<file path="config.mk">
export PLATFORM = sky130hd
export DESIGN_NAME = alu_exec_unit
export DESIGN_NICKNAME = d
export VERILOG_FILES = /design/src/rtl/alu_exec_unit.sv
export SDC_FILE = /design/constraint.sdc
export NUM_CORES = 1
export LEC_CHECK = 0
export BUFFER_PORTS_ARGS = -buffer_cell sky130_fd_sc_hd__clkbuf_2
export CORE_UTILIZATION = 35
export CTS_BUF_LIST = sky130_fd_sc_hd__clkbuf_8
export DETAILED_ROUTE_END_ITERATION = 10
export HOLD_SLACK_MARGIN = 0.1
export PLACE_DENSITY_LB_ADDON = 0.12
export REMOVE_ABC_BUFFERS = 1
export SYNTH_ARGS = -nofsm -noshare
export SYNTH_HDL_FRONTEND = slang
export SYNTH_SLANG_ARGS = --single-unit
</file>
<file path="constraint.sdc">
create_clock -name clk -period 2.5 [get_ports clk]
set_input_delay 0.5 -clock clk [delete_from_list [all_inputs] [get_ports clk]]
set_output_delay 0.5 -clock clk [all_outputs]
set_load 0.005 [all_outputs]
</file>
<file path="src/rtl/alu_exec_unit.sv">
// Execute-stage ALU: single-edge logical/arithmetic/compare ops, bit-serial shifts
// with a start/busy/done handshake so the pipeline can stall on long shifts.
module alu_exec_unit #(
    parameter int WIDTH   = 32,
    parameter int SHAMT_W = 5
) (
    input  logic               clk,
    input  logic               rst_n,
    input  logic               start,
    input  logic [3:0]         ctrl,
    input  logic [WIDTH-1:0]   a,
    input  logic [WIDTH-1:0]   b,
    input  logic [SHAMT_W-1:0] shamt,
    output logic               busy,
    output logic               done,
    output logic [WIDTH-1:0]   result,
    output logic               zero,
    output logic               ovf,
    output logic               err
);

    localparam logic [3:0] OP_AND = 4'b0000;
    localparam logic [3:0] OP_OR  = 4'b0001;
    localparam logic [3:0] OP_ADD = 4'b0010;
    localparam logic [3:0] OP_SUB = 4'b0110;
    localparam logic [3:0] OP_SLT = 4'b0111;
    localparam logic [3:0] OP_SLL = 4'b0100;
    localparam logic [3:0] OP_SRL = 4'b1000;

    typedef enum logic {IDLE, SHIFT} state_t;

    typedef struct packed {
        logic [WIDTH-1:0] result;
        logic             zero;
        logic             ovf;
        logic             err;
    } rsp_t;

    state_t             state, state_n;
    rsp_t               rsp, rsp_n, op_rsp;
    logic               done_n;
    logic [WIDTH-1:0]   acc, acc_n, acc_sh;
    logic [SHAMT_W-1:0] cnt, cnt_n;
    logic               left, left_n;
    logic               is_shift;
    logic [WIDTH-1:0]   sum, diff;

    assign sum    = a + b;
    assign diff   = a - b;
    assign acc_sh = left ? (acc << 1) : (acc >> 1);

    // Single-edge op decode; illegal codes collapse to a zero result with err set.
    always_comb begin
        op_rsp   = '0;
        is_shift = 1'b0;
        case (ctrl)
            OP_AND: op_rsp.result = a & b;
            OP_OR:  op_rsp.result = a | b;
            OP_ADD: begin
                op_rsp.result = sum;
                op_rsp.ovf    = (a[WIDTH-1] == b[WIDTH-1]) && (sum[WIDTH-1] != a[WIDTH-1]);
            end
            OP_SUB: begin
                op_rsp.result = diff;
                op_rsp.ovf    = (a[WIDTH-1] != b[WIDTH-1]) && (diff[WIDTH-1] != a[WIDTH-1]);
            end
            OP_SLT: op_rsp.result = {{(WIDTH-1){1'b0}}, ($signed(a) < $signed(b))};
            OP_SLL, OP_SRL: begin
                op_rsp.result = b;
                is_shift      = 1'b1;
            end
            default: op_rsp.err = 1'b1;
        endcase
        op_rsp.zero = (op_rsp.result == '0);
    end

    always_comb begin
        state_n = state;
        rsp_n   = rsp;
        done_n  = 1'b0;
        acc_n   = acc;
        cnt_n   = cnt;
        left_n  = left;
        case (state)
            IDLE: begin
                if (start) begin
                    if (is_shift && (shamt != '0)) begin
                        acc_n   = b;
                        cnt_n   = shamt;
                        left_n  = (ctrl == OP_SLL);
                        state_n = SHIFT;
                    end else begin
                        rsp_n  = op_rsp;
                        done_n = 1'b1;
                    end
                end
            end
            SHIFT: begin
                acc_n = acc_sh;
                cnt_n = cnt - SHAMT_W'(1);
                if (cnt == SHAMT_W'(1)) begin
                    rsp_n.result = acc_sh;
                    rsp_n.zero   = (acc_sh == '0);
                    rsp_n.ovf    = 1'b0;
                    rsp_n.err    = 1'b0;
                    done_n       = 1'b1;
                    state_n      = IDLE;
                end
            end
            default: state_n = IDLE;
        endcase
    end

    always_ff @(posedge clk or negedge rst_n) begin
        if (!rst_n) begin
            state <= IDLE;
            rsp   <= '{result: '0, zero: 1'b1, ovf: 1'b0, err: 1'b0};
            done  <= 1'b0;
            acc   <= '0;
            cnt   <= '0;
            left  <= 1'b0;
        end else begin
            state <= state_n;
            rsp   <= rsp_n;
            done  <= done_n;
            acc   <= acc_n;
            cnt   <= cnt_n;
            left  <= left_n;
        end
    end

    assign busy   = (state == SHIFT);
    assign result = rsp.result;
    assign zero   = rsp.zero;
    assign ovf    = rsp.ovf;
    assign err    = rsp.err;

endmodule

</file>
==> results.json <==
{
  "yosysSeqAreaShare_pct": 19.51,
  "fin_skew_ns": 0.01223,
  "cts_buffers": 9,
  "coreArea_um2": 26950,
  "area_growth_pct": 56.64,
  "path_class": "in2reg",
  "p_per_area_nw_per_um2": 537.7,
  "cts_tree": "yes",
  "die_w_um": 167.8,
  "ios": 113,
  "fin_nets": 1946,
  "grt_pass1_wl_um": 65660,
  "dr_wl_met3_um": 1690,
  "period_share_pct": 133.8,
  "antenna_left": 0,
  "synth_top_area_share_pct": 19.24,
  "die-area_um2": 28170,
  "p_switching_w": 0.003660,
  "wl_met1_um": 19550,
  "numPortBuffers": 112,
  "start_util_pct": 35.72,
  "synth-seq-cells": 75,
  "insertion_delay_ns": 0.39,
  "crit_path_start_kind": "input port",
  "cap_violations": 0,
  "seqPwrFrac_pct": 28.7,
  "cts_root_buf": "clkbuf_8",
  "layout-drive-gt1-share_pct": 42.94,
  "placed_cells": 2067,
  "rsz0062_at_grt": "true",
  "gr-total-overflow": 0,
  "fmax_mhz": 298.9,
  "initialDrtViolationCount": 823,
  "die_y_um": 167.8,
  "worst_slack_ns": -0.8452,
  "end_kind": "register",
  "violations": "setup timing",
  "top_layer": "met4",
  "ff2ff_path_depth": 12,
  "peakVddDrop_mv": 0.3849,
  "track_usage_pct": 29.90,
  "clk_pin_slew_ns": 0.09,
  "path_max_fanout": 4,
  "yosysWarnings": 0,
  "setup_violations": 23,
  "synth.cell_area_um2": 9627,
  "fp-row-count": 60,
  "outcome": "finished with violations",
  "clkPwrFrac_pct": 12.3,
  "diodes": 0,
  "antenna_found_initial": 0,
  "clockBufferDepth": 2,
  "crit_required_ns": 2.80,
  "tightestPinTransition_ns": 0.6405,
  "internal-power_w": 0.004448,
  "yosys-top-cells-area": "dfrtp_1, ha_1, a21oi_1, nor2_1, o21ai_0",
  "critPathArrivalTime_ns": 3.64,
  "first_global_vias": 11750,
  "vias": 11840,
  "wl_per_cell_um": 20.15,
  "yosysUniqueCellTypes": 91,
  "min_path_cells": 1,
  "finalPower_w": 0.008108,
  "leakage_nw": 6.997,
  "synth_enable_flop_cells": 0,
  "drc": 0,
  "final_cells": 2104,
  "cts.sinks": 75,
  "grt_max_degree": 68,
  "layout_min_cycle_time_ns": 3.345,
  "dpl.hpwl_um": 33340,
  "switching_share_pct": 45.14,
  "htree_levels": 3,
  "avgViaCountPerCell": 5.625,
  "final-hold-violation-count": 0,
  "async_flop_share_pct": 100.0,
  "wirelength_um": 42390,
  "pwr-share-comb_pct": 59.1,
  "slew-limit-headroom_pct": 57.30,
  "wl_met2_um": 20060,
  "firstDrtPassIters": 5,
  "syn_inst": 1300,
  "syn-mean-instance-area_um2": 7.405,
  "min-delay-path-class": "reg2reg",
  "gp_congestion": 0.9483,
  "synth-main-ff-cell": "dfrtp_1",
  "yosys.area.top_type": "dfrtp_1",
  "drv_slew": 0
}
==> placed cells by master, fill, tap and decap left out, types with 10 or more instances in the layout <==
cell / count
a21boi_0: 10
a211oi_1: 21
ha_4: 17
nor2b_1: 11
nor4_1: 12
ha_1: 87
o21ai_0: 81
dfrtp_1: 73
o21ai_1: 13
inv_1: 90
mux2i_1: 12
o21ai_2: 11
a31oi_1: 12
nor2_1: 138
nor3_1: 22
nand2_1: 84
clkbuf_8: 11
nand3_1: 21
buf_6: 28
a21oi_2: 25
clkbuf_2: 106
mux2_2: 22
a21o_1: 13
a22oi_1: 19
buf_4: 386
o211ai_1: 20
a21oi_1: 114
==> cell type report <==
cell class | instances | area [um^2]
clock buffer | 11 | 151.4
clock inverter | 5 | 42.54
fill | 2556 | 11870
inverter | 99 | 391.6
multi-input combinational | 1041 | 8214
sequential | 75 | 1879
tap | 341 | 426.7
timing repair buffer | 532 | 3974
==> cell usage after synthesis (10+ instances only) <==
library cell  count
buf_2            13
a211oi_1         30
a22oi_1          20
nand2_1          85
a31oi_1          13
mux2_2           22
o21ai_0         102
clkbuf_1         61
nor3_1           27
or3_1            11
dfrtp_1          74
mux2i_1          13
nor2b_1          12
a21o_1           15
nand3_1          23
o31ai_1          14
ha_1            110
and3_1           10
a21boi_0         10
o211ai_1         20
nor2_1          148
inv_1            98
nor4_1           15
a21oi_1         143
==> path summary, 6_finish.rpt <==
path	startpoint	end	slack, ns
setup / recovery	b[0]	zero	-0.85
hold reg to reg	result[31]	result[31]	0.50
hold / removal	result[31]	result[31]	0.50
setup reg to reg	cnt[1]	zero	-0.10
min in group asynchronous	rst_n	cnt[0]	0.65
max in group asynchronous	rst_n	zero	1.18
==> kinds of logic after synthesis <==
logic type	Yosys count	synth area share (%)
fa+ha+maj	112	14.71
buf+inv	184	7.434
xor+xnor	7	0.6369
simple gates	388	19.30
compound gates	499	34.48
flops	75	19.51
mux	35	3.925
==> critical path, stage by stage <==
cell       delay (ns)
buf_8            0.07
buf_6            0.09
ha_4             0.14
inv_4            0.04
fa_2             0.36
or2b_1           0.27
a21o_1           0.19
o211a_4          0.29
nor2_4           0.25
buf_12           0.14
a21oi_4          0.06
buf_6            0.13
a41o_1           0.26
a31o_2           0.26
a211oi_4         0.25
nand4bb_4        0.14
o31ai_2          0.20
==> sequential cells by signal, indices dropped and copies added, names as in the netlist <==
signal  flops
acc        32
result     32
cnt         5
busy        1
done        1
err         1
left        1
ovf         1
zero        1
==> metal layers <==
| metal | GRT usage, % | vias to the layer above |
|---|---|---|
| met4 | 7.778 | 0 |
| met3 | 2.586 | 67 |
| met2 | 50.83 | 344 |
| met1 | 40.61 | 5731 |
| met5 | 0 | - |
| li1 | - | 5694 |
==> per-stage QoR <==
step | setup WS (ns) | instance area (um^2) | hold slack (ns) | utilization (%) | setup TNS [ns]
detailed placement | -1.721 | 13390 | 0.4865 | 49.69 | -33.00
global placement | -1.628 | 13390 | 0.4792 | 49.69 | -31.14
CTS | -0.8185 | 14680 | 0.5001 | 54.48 | -9.227
floorplan | -1.963 | 9283 | 0.2044 | - | -94.87
finish | -0.8452 | 15080 | 0.5023 | 55.95 | -8.858
global route | -0.9428 | 15080 | 0.5278 | 55.95 | -10.68
==> power by group through the flow <==
stage                     logic [W]  clock network [W]  registers (W)
after floorplan             0.00209                  0        0.00223
after global placement      0.00416                  0        0.00233
after detailed placement    0.00419                  0        0.00234
after CTS                   0.00460            0.00101        0.00231
after global routing        0.00525            0.00106        0.00238
final                       0.00479           0.000994        0.00232
==> timing repair <==
action / CTS / global route
resized for setup: 182 / 94
hold endpoints to repair: 12 / 0
setup buffers: 25 / 10
pin swaps: 90 / 61
hold buffers: 1 / 0
setup endpoints to repair: 26 / 25
(Power assumes the default switching activity.)
